--- src/rtl/multicycle_control_unit.sv ---
// multicycle_control_unit: Moore-style sequencer for the 8-bit accumulator multicycle CPU datapath.
// Ports:
//   clk, rst          clock and asynchronous active-high reset (forces IDLE)
//   IrToCU[3:0]       IR[7:4] opcode nibble
//   DiToCU[4:0]       latched IR[4:0]; only the datapath consumes it (select code 00)
//   CznToCU[2:0]      flags {N,Z,C}; only Z is consulted, by JZ
//   pcInc..memoryWriteEn   register, operand, result, flag and memory strobes
//   accAddressSel     00=DI[4:3], 01=IR[1:0], 10=IR[3:2]
//   PcOrTR, regOrMem, RegBOr0, RegAOr0, aluOpControl   datapath selects
//   halted            high while in HALT
module multicycle_control_unit #(
   parameter logic [1:0] OP_ADD = 2'b00,
   parameter logic [1:0] OP_SUB = 2'b01,
   parameter logic [1:0] OP_AND = 2'b10,
   parameter logic [1:0] OP_NOT = 2'b11
) (
   input  logic       clk,
   input  logic       rst,
   input  logic [3:0] IrToCU,
   input  logic [4:0] DiToCU,
   input  logic [2:0] CznToCU,
   output logic       pcInc,
   output logic       pcLoadEn,
   output logic       diLoadEn,
   output logic       irWriteEn,
   output logic       trWriteEn,
   output logic       aRegWriteEn,
   output logic       bRegWriteEn,
   output logic       aluResWriteEn,
   output logic       ldCZN,
   output logic       accumulatorWriteEn,
   output logic       memoryWriteEn,
   output logic [1:0] accAddressSel,
   output logic       PcOrTR,
   output logic       regOrMem,
   output logic       RegBOr0,
   output logic       RegAOr0,
   output logic [1:0] aluOpControl,
   output logic       halted
);
   typedef enum logic [3:0] {
      IDLE, FETCH, DECODE, FETCH2, LD_MEM, ST_RD, PASS, ST_WR,
      JUMP, RR_RDA, RR_RDB, RR_EXE, WB, HALT
   } state_t;
   state_t state_q, state_d;
   logic unused_ok;
   // The register select code is resolved in the datapath; C and N never steer sequencing.
   assign unused_ok = ^{DiToCU, CznToCU[2], CznToCU[0]};
   always_ff @(posedge clk or posedge rst)
      if (rst) state_q <= IDLE;
      else state_q <= state_d;
   always_comb begin
      state_d = state_q;
      pcInc = 1'b0;
      pcLoadEn = 1'b0;
      diLoadEn = 1'b0;
      irWriteEn = 1'b0;
      trWriteEn = 1'b0;
      aRegWriteEn = 1'b0;
      bRegWriteEn = 1'b0;
      aluResWriteEn = 1'b0;
      ldCZN = 1'b0;
      accumulatorWriteEn = 1'b0;
      memoryWriteEn = 1'b0;
      accAddressSel = 2'b00;
      PcOrTR = 1'b0;
      regOrMem = 1'b0;
      RegBOr0 = 1'b0;
      RegAOr0 = 1'b0;
      aluOpControl = OP_ADD;
      halted = 1'b0;
      case (state_q)
         IDLE: state_d = FETCH;
         FETCH: begin
            PcOrTR = 1'b1;
            irWriteEn = 1'b1;
            pcInc = 1'b1;
            state_d = DECODE;
         end
         DECODE: begin
            diLoadEn = 1'b1;
            // 1101 is reserved and falls through to the NOP path.
            state_d = !IrToCU[3] ? FETCH2 :
                      !IrToCU[2] ? RR_RDA :
                      IrToCU == 4'b1100 ? RR_RDB :
                      IrToCU == 4'b1111 ? HALT : FETCH;
         end
         FETCH2: begin
            PcOrTR = 1'b1;
            trWriteEn = 1'b1;
            pcInc = 1'b1;
            state_d = IrToCU[2:1] == 2'b00 ? LD_MEM :
                      IrToCU[2:1] == 2'b01 ? ST_RD : JUMP;
         end
         LD_MEM: begin
            bRegWriteEn = 1'b1;
            state_d = PASS;
         end
         ST_RD: begin
            regOrMem = 1'b1;
            bRegWriteEn = 1'b1;
            state_d = PASS;
         end
         PASS: begin
            RegAOr0 = 1'b1;
            aluResWriteEn = 1'b1;
            state_d = IrToCU[1] ? ST_WR : WB;
         end
         ST_WR: begin
            memoryWriteEn = 1'b1;
            state_d = FETCH;
         end
         JUMP: begin
            // IR[5] separates JMP (always taken) from JZ (taken on Z).
            pcLoadEn = IrToCU[1] | CznToCU[1];
            state_d = FETCH;
         end
         RR_RDA: begin
            accAddressSel = 2'b10;
            aRegWriteEn = 1'b1;
            state_d = RR_RDB;
         end
         RR_RDB: begin
            accAddressSel = 2'b01;
            regOrMem = 1'b1;
            bRegWriteEn = 1'b1;
            state_d = RR_EXE;
         end
         RR_EXE: begin
            // Only MOV (1100) reaches here with IR[6] set.
            aluResWriteEn = 1'b1;
            ldCZN = !IrToCU[2];
            RegAOr0 = IrToCU[2] | (IrToCU[1:0] == 2'b11);
            aluOpControl = IrToCU[2] ? OP_ADD :
                           IrToCU[1:0] == 2'b00 ? OP_ADD :
                           IrToCU[1:0] == 2'b01 ? OP_SUB :
                           IrToCU[1:0] == 2'b10 ? OP_AND : OP_NOT;
            state_d = WB;
         end
         WB: begin
            accumulatorWriteEn = 1'b1;
            accAddressSel = IrToCU[3] ? 2'b10 : 2'b00;
            state_d = FETCH;
         end
         HALT: halted = 1'b1;
         default: state_d = IDLE;
      endcase
   end
endmodule

--- config.mk ---
export PLATFORM = sky130hd
export DESIGN_NAME = multicycle_control_unit
export DESIGN_NICKNAME = d
export VERILOG_FILES = /design/src/rtl/multicycle_control_unit.sv
export SDC_FILE = /design/constraint.sdc
export NUM_CORES = 1
export LEC_CHECK = 0
export CAP_MARGIN = 40
export CORE_AREA = 10 10 53 55
export CTS_CLUSTER_DIAMETER = 50
export DETAILED_ROUTE_END_ITERATION = 10
export DIE_AREA = 0 0 63 65
export PLACE_DENSITY = 0.72
export SLEW_MARGIN = 20
export SYNTH_ARGS = -nofsm -noshare
export SYNTH_HDL_FRONTEND = slang
export SYNTH_SLANG_ARGS = --single-unit
--- constraint.sdc ---
create_clock -name clk -period 1.2 [get_ports clk]
set_input_delay 0.12 -clock clk [delete_from_list [all_inputs] [get_ports clk]]
set_output_delay 0.12 -clock clk [all_outputs]
set_load 0.02 [all_outputs]
==> results of run 1 <==
==> layout make-up <==
| class | instances | share of cell area [%] |
|---|---|---|
| Timing Repair Buffer | 51 | 40.4 |
| Multi-Input combinational cell | 57 | 43.9 |
| Inverter | 5 | 1.81 |
| Tap cell | 27 | 2.88 |
| Clock buffer | 4 | 2.24 |
| Sequential cell | 4 | 8.75 |
==> routing by layer <==
metal / vias up / GRT usage (%) / wire length (µm)
met5: - / 0 / 0
met4: 0 / 3.35 / 19
li1: 358 / - / -
met2: 19 / 18.0 / 1150
met3: 2 / 3.09 / 119
met1: 333 / 9.27 / 816
==> worst paths after layout <==
path	endpoint	slack (ns)	depth (start not counted)
setup / recovery	RegAOr0	-0.36	4
hold / removal	state_q[0]	0.06	2
setup reg to reg	state_q[3]	-0.24	6
hold reg to reg	state_q[3]	0.72	2
max in group asynchronous	state_q[1]	0.96	2
min in group clk	state_q[1]	0.66	4
==> kinds of logic (layout without fill, tap and decap cells) <==
family | after synthesis | in the layout | synth area share [%]
AND/OR/NAND/NOR | 36 | 36 | 42.0
AO/OA/AOI/OAI | 19 | 19 | 23.3
buffers and inverters | 14 | 60 | 13.9
flip-flops | 4 | 4 | 18.5
other | 1 | 1 | 0.692
XOR/XNOR | 1 | 1 | 1.62
==> what timing repair did <==
item,in CTS,in global routing
buffers inserted,1,2
pin swaps,5,8
gates resized for setup,111,17
endpoints found under the setup margin,23,23
==> per-stage QoR <==
step                total power, µW  area (µm²)  utilization (%)  setup TNS (ns)  setup slack (ns)
finish                         2840        1170             63.0           -5.97            -0.355
global route                   3000        1170             63.0           -7.21            -0.402
CTS                            2610        1100             59.0           -6.19            -0.369
detailed placement             2320        1060             57.1          -10.93            -0.604
global placement               2300        1060             57.1          -10.55            -0.598
floorplan                      1540         671                -          -0.937            -0.121
==> cells in the mapped netlist (all sizes together), types with 3 or more instances <==
cell / instances
nand2: 4
nor2: 6
buf: 9
inv: 5
o21ai: 4
a21oi: 6
nand2b: 4
and2: 3
nand3b: 3
dfrtp: 4
nor3: 5
==> cells in the final DEF, fill, tap and decap left out, types with 2 or more instances in the layout <==
master / synthesis / routed
buf_4: 2 / 27
clkdlybuf4s50_1: 0 / 6
o21ai_4: 0 / 2
dfrtp_2: 0 / 2
clkbuf_4: 0 / 3
and2_4: 0 / 3
buf_6: 1 / 17
dfrtp_1: 4 / 2
nor2_4: 0 / 2
inv_1: 5 / 4
nand2b_4: 0 / 2
a21oi_1: 6 / 4
nand2_1: 4 / 3
nor3_4: 0 / 2
a31oi_1: 2 / 2
nor3_2: 0 / 2
nor2_1: 6 / 4
nand3b_1: 3 / 3
==> where the power goes <==
group	total [µW]	internal (µW)	switching [µW]
logic	2370	1220	1150
clock network	198	126	72.0
registers	281	204	77.4
==> worst max-delay path: stages, from the launching register on <==
cell and delay (ns):
dfrtp_2 0.41, or3b_4 0.43, o21a_1 0.15, nor2_4 0.08, buf_6 0.12
==> flow_summary.toml, run 1 <==
[route]
routed_wl_um = 2110
firstDrtPassIters = 4
wl_per_cell_um = 14.2
via_count = 712
viasPerCell = 4.81
ant_nets = 0
drc_errors = 0
drtIter0Drc = 13

[yosys]
synth_edf_count = 0
synth_top_area_share_pct = 18.5
async_flop_share_pct = 100
ys.flop_type = "dfrtp_1"
ys_types = 33
ys_seq_elements = 4
synthCells = 75
netlist_area_um2 = 542
yosysWarnings = 0
syn_avg_cell_area_um2 = 7.22
synth_top_area_cell = "dfrtp_1"
syn_nets = 89
netlist_top_cells_area = "dfrtp_1, a21oi_1, buf_2, nand2b_1, nor3_1"
synth_seq_area_share_pct = 18.5

[layout]
reg_top3 = "state_q x4"
area_growth_pct = 116
n_fill_cell = 170
diodes = 0
regMostFlops = "state_q"
drive_above_1_share_pct = 62.0
largest_reg_flops = 4
fin_nets = 136
multiInputGateArea_um2 = 514
regArea_um2 = 103
fin_cells = 148

[placement]
place_congestion = 0.862
io_buffers = 25
dp_hpwl_um = 1600
dp_cells = 141

[worst_setup_path]
startpoint_type = "flop"
startpoint = "state_q[3]"
rr_startpoint = "state_q[0]"
path_class = "flop to output port"
cp_max_fo = 3
end_kind = "output port"
critPathRequiredTime_ns = 1.08
arrival_ns = 1.44

[global_route]
grt_pass1_wl_um = 3220
grt_max_degree = 11
grt-ovfl-total = 0
antenna_found_initial = 0
grt_pass1_vias = 676
grt_usage_pct = 9.42

[clocking]
clk_path_buf_depth = 2
hold_buffers = 0
htreeDepth = 1
clk_latency_ns = 0.25
clock-root-buffer = "clkbuf_4"
cts_tree = "done"
cts.sinks = 4
cts_made_buffers = 3
path_clk_slew_ns = 0.05

[sta]
setup_ws_ns = -0.355
drv_slew = 0
hold_slack_ns = 0.0566
rsz0062_at_grt = "yes"
hold_violations = 0
fmax_mhz = 643
setup_viol = 23
period_share_pct = 130
skew_ns = 0.00820
period_minus_slack_ns = 1.56

[power_and_ir_drop]
power.leakage_uw = 0.000532
powerDensity_nw_per_um2 = 2430
peakVddDrop_mv = 1.34

[floorplanning]
core_area_um2 = 1860
fp.dieH_um = 65
io_pins = 34
num_rows = 16
dieArea_um2 = 4100
die_w_um = 63
initial_core_util_pct = 29.1

[job]
maxCapViolations = 0

[status]
outcome = "complete, but fails checks"
violations = "setup timing"

[min_path]
hold_class = "input port to async pin"
No activity file was read; power rests on OpenSTA's default activity.
==> run 2, diff against run 1 <==
Settings changed: CORE_AREA 10 10 53 55 to 10 10 49 51, DIE_AREA 0 0 63 65 to 0 0 59 61, PLACE_DENSITY 0.72 to 0.82.
Clock period 1.2 ns to 1.9 ns, I/O delays scaled along.
==> run 2 against run 1 <==
The run now ends clean. Register-to-register slack improved by 0.67 ns. Non-clock buffer count fell by 10. Flip-flop and latch count did not move. First-iteration DRC count did not move. Worst setup slack improved by 0.45 ns. Wire length fell by 17%. Count of clock-buffer cells in the layout fell by 1.
==> flow_summary.toml, run 2 (synthesis gave the netlist of run 1 again) <==
[route]
via_count = 669
routed_wl_um = 1750
viasPerCell = 5.31
drtIter0Drc = 13
wl_per_cell_um = 13.9
firstDrtPassIters = 4
drc_errors = 0
ant_nets = 0

[worst_setup_path]
path_class = "flop to output port"
cp_max_fo = 7
startpoint_type = "flop"
worst-r2r-setup-slack_ns = 0.43
end_kind = "output port"
rr_startpoint = "state_q[1]"
worstRegToRegCells = 4
r2r_end = "state_q[3]"
critPathRequiredTime_ns = 1.71
arrival_ns = 1.62

[clocking]
path_clk_slew_ns = 0.04
cts_made_buffers = 3
clock-root-buffer = "clkbuf_4"
clk_path_buf_depth = 2
hold_buffers = 0
cts_tree = "done"
clk_latency_ns = 0.24
cts.sinks = 4
htreeDepth = 1

[sta]
drv_slew = 0
period_minus_slack_ns = 1.81
tns_ns = 0
rsz0062_at_grt = "no"
fmax_mhz = 553
hold_slack_ns = 0.146
setup_viol = 0
hold_violations = 0
period_share_pct = 95.1
skew_ns = 0.00259

[global_route]
grt_pass1_vias = 694
grt_usage_pct = 10.4
grtUsageMet2_pct = 17.9
met3_usage_pct = 2.71
grt_pass1_wl_um = 3080
grt-ovfl-total = 0
grt_busiest_layer = "met2"
met1_usage_pct = 12.1
antenna_found_initial = 0
grt_max_degree = 11

[power_and_ir_drop]
powerDensity_nw_per_um2 = 1390
p_comb_share_pct = 76.1
share_seq_of_total_power_pct = 15.0
clkPwrFrac_pct = 8.9
switching_share_pct = 48.4
power.leakage_uw = 0.000489
power.switching_uw = 591
internal-power_uw = 631
peakVddDrop_mv = 0.608

[floorplanning]
fp.dieH_um = 61
core_area_um2 = 1470
initial_core_util_pct = 36.8
dieArea_um2 = 3600
num_rows = 14
die_w_um = 59
io_pins = 34

[layout]
multiInputGateArea_um2 = 367
reg_top3 = "state_q x4"
n_fill_cell = 151
area_growth_pct = 62.8
regMostFlops = "state_q"
final_cell_mix = "buf_4, dlygate4sd2_1, nor2_1, a21oi_1, clkdlybuf4s50_1"
largest_reg_flops = 4
diodes = 0
regArea_um2 = 100
fin_nets = 126
layout_commonest_cell = "buf_4"
drive_above_1_share_pct = 20.9

[placement]
dp_hpwl_um = 1420
io_buffers = 25
place_congestion = 0.891

[job]
maxCapViolations = 0

[status]
outcome = "complete, no violations"

[min_path]
hold_class = "input port to async pin"
run 2: cell count changes in the layout (fill, tap and decap cells not counted), sizes merged:
cell	delta
buf	-29
clkbuf	+1
clkdlybuf4s15	+3
dlygate4sd2	+11
dlymetal6s2s	+3
run 2: power by group through the flow:
stage               clock network [µW]  registers, µW  logic (µW)
floorplan                            0            153         611
global placement                     0            180         979
detailed placement                   0            181         997
CTS                                109            181         943
global route                       114            189        1040
finish                             108            184         930
run 2: through the flow:
step / std cells / utilization, % / total power (µW) / setup WS (ns) / instance area, µm²
after floorplan: 75 / - / 764 / 0.191 / 542
after global placement: 123 / 59.5 / 1160 / 0.0226 / 876
after detailed placement: 123 / 59.5 / 1180 / 0.0183 / 876
after CTS: 126 / 59.7 / 1230 / 0.00951 / 878
after global routing: 126 / 59.9 / 1340 / 0.00320 / 882
final: 126 / 59.9 / 1220 / 0.0924 / 882
run 2: how the worst max path moves through the flow:
stage                    start         endpoint  slack (ns)  depth (start not counted)
finish              state_q[0]          RegAOr0        0.09                          4
detailed placement   IrToCU[2]  aluOpControl[0]        0.02                          4
CTS                 state_q[0]            pcInc        0.01                          3
global placement     IrToCU[2]  aluOpControl[1]        0.02                          4
floorplan           state_q[2]  aluOpControl[0]        0.19                          4
global route        state_q[1]           halted       0.003                          4
run 2: critical path, stage by stage (launching register included):
cell and delay (ns):
dfrtp_1 0.44, or3b_1 0.43, o21a_1 0.12, nor2_1 0.08, clkdlybuf4s15_1 0.31
run 2: area by class of cell:
class | count | share of cell area (%)
Sequential cell | 4 | 11.3
Tap cell | 16 | 2.27
Timing Repair Buffer | 41 | 40.1
Multi-Input combinational cell | 57 | 41.6
Inverter | 5 | 2.13
Clock buffer | 3 | 2.55
run 2: per-layer routing:
layer / share of wire, % / routed length, µm
met1: 43 / 760
met2: 46 / 810
met3: 9.3 / 163
met4: 0.80 / 14
met5: 0 / 0
run 2: timing repair:
item	4_1_cts	5_1_grt
gates resized for setup	16	11
endpoints found under the setup margin	16	8
buffers inserted	0	0
==> run 3, diff against run 2 <==
Settings changed: CORE_AREA 10 10 49 51 to 10 10 51 53, DIE_AREA 0 0 59 61 to 0 0 61 63, PLACE_DENSITY 0.82 to 0.75.
Clock period 1.9 ns to 1.75 ns, I/O delays scaled along.
==> run 3 against run 2 <==
Worst setup slack lost 0.028 ns. Flip-flop and latch count unchanged. Sequential share of layout area shrank 0.14 points. Worst hold slack got worse by 0.022 ns. Clock skew is 0.0013 ns higher. Total power is 12% higher. Largest cell class unchanged.
==> flow_summary.toml, run 3 (synthesis gave the netlist of run 1 again) <==
[route]
drtIter0Drc = 18
wl_met1_um = 718
wl_met3_um = 129
drc_errors = 0
wl_per_cell_um = 13.2
routed_wl_um = 1740
viasPerCell = 5.19
top_layer_used = "met3"
met2WireLength_um = 896
via_count = 685
firstDrtPassIters = 4
ant_nets = 0

[sta]
hold_violations = 0
tns_ns = 0
period_minus_slack_ns = 1.69
skew_ns = 0.00391
setup_viol = 0
drv_slew = 0
period_share_pct = 96.3
hold_slack_ns = 0.123
fmax_mhz = 593

[global_route]
grt_pass1_vias = 643
antenna_found_initial = 0
grt_usage_pct = 8.71
grt_max_degree = 11
grt_pass1_wl_um = 2770
grt-ovfl-total = 0

[floorplanning]
core_area_um2 = 1650
num_rows = 15
initial_core_util_pct = 32.8
die_w_um = 61
io_pins = 34
dieArea_um2 = 3840
fp.dieH_um = 63

[layout]
drive_above_1_share_pct = 34.8
final_cell_area_um2 = 893
final_cell_mix = "buf_4, dlygate4sd2_1, clkbuf_2"
layout_commonest_cell = "buf_4"
regMostFlops = "state_q"
largest_reg_flops = 4
reg_top3 = "state_q x4"
fin_nets = 131
diodes = 0
area_growth_pct = 64.9
fin_cells = 132

[placement]
io_buffers = 25
dp_cells = 129
place_congestion = 0.861
dpl_cell_area_um2 = 915
dp_hpwl_um = 1420

[clocking]
clk_path_buf_depth = 2
clk_latency_ns = 0.23
clock-root-buffer = "clkbuf_4"
cts_made_buffers = 3
cts.sinks = 4
htreeDepth = 1
cts_tree = "done"
post-cts-setup-buffers = 0
path_clk_slew_ns = 0.04

[worst_setup_path]
worst-r2r-setup-slack_ns = 0.28
end_kind = "output port"
r2r_end = "state_q[3]"
arrival_ns = 1.51
startpoint_type = "flop"
path_class = "flop to output port"
slowest_stage = "dfrtp_1"
path_delay_family = "simple AND/OR/NAND/NOR gates"
path_cells = "nand2b_4 -> or3_1 -> inv_1 -> clkdlybuf4s15_2"
rr_startpoint = "state_q[1]"
path_buf_inv = 2
worstRegToRegCells = 5
cpPeakStageDelay_ns = 0.43
critPathRequiredTime_ns = 1.57
cp_max_fo = 5

[job]
maxCapViolations = 0

[min_path]
hold_class = "input port to async pin"

[power_and_ir_drop]
powerDensity_nw_per_um2 = 1530
total_power_uw = 1370
peakVddDrop_mv = 0.679
power.leakage_uw = 0.000464

[status]
outcome = "complete, no violations"
## run 3: through the flow
step           setup slack [ns]  util [%]
2_1_floorplan            0.0559         -
3_3_place_gp             -0.129      55.4
3_5_place_dp             -0.153      55.4
4_1_cts                 0.00807      55.6
5_1_grt                -0.00637      54.1
6_report                 0.0641      54.1
## run 3: worst reg2reg max path, cell delays in order (launching register included)
cell	delay (ns)
dfrtp_1	0.43
buf_4	0.17
nand2b_1	0.20
buf_4	0.14
o21ai_0	0.07
a221o_1	0.34
## run 3: layout make-up
type	instances	area [µm²]
well taps	17	21.3
clock buffers	3	22.5
repair buffers	46	349
inverters	5	18.8
fillers	169	758
flip-flops and latches	4	100
multi-input cells	57	382
## run 3: worst max path at each step
stage | start | to | slack, ns | depth (start not counted)
after floorplan | state_q[2] | aluOpControl[0] | 0.06 | 4
after global placement | IrToCU[2] | aluOpControl[0] | -0.13 | 4
after detailed placement | IrToCU[2] | aluOpControl[1] | -0.15 | 4
after CTS | state_q[2] | pcLoadEn | 0.008 | 4
after global routing | state_q[3] | trWriteEn | -0.006 | 4
final | state_q[2] | accAddressSel[0] | 0.06 | 4
## run 3: layer usage
layer	up-vias	GRT usage, %
met2	28	14.4
met3	0	3.05
met1	310	9.77
met5	-	0
met4	0	3.02
li1	347	-
## run 3: where the power goes
part | leakage [µW] | internal, µW | switching [µW]
combinational | 0.000400 | 504 | 555
sequential | 0.0000501 | 136 | 62.7
clock | 0.0000138 | 76.6 | 36.4
## run 3: repair_timing
action | 4_1_cts | 5_1_grt
hold endpoints to repair | 0 | 0
setup endpoints to repair | 19 | 11
hold buffers | 0 | 0
gates resized for setup | 34 | 17
pin swaps | 0 | 0
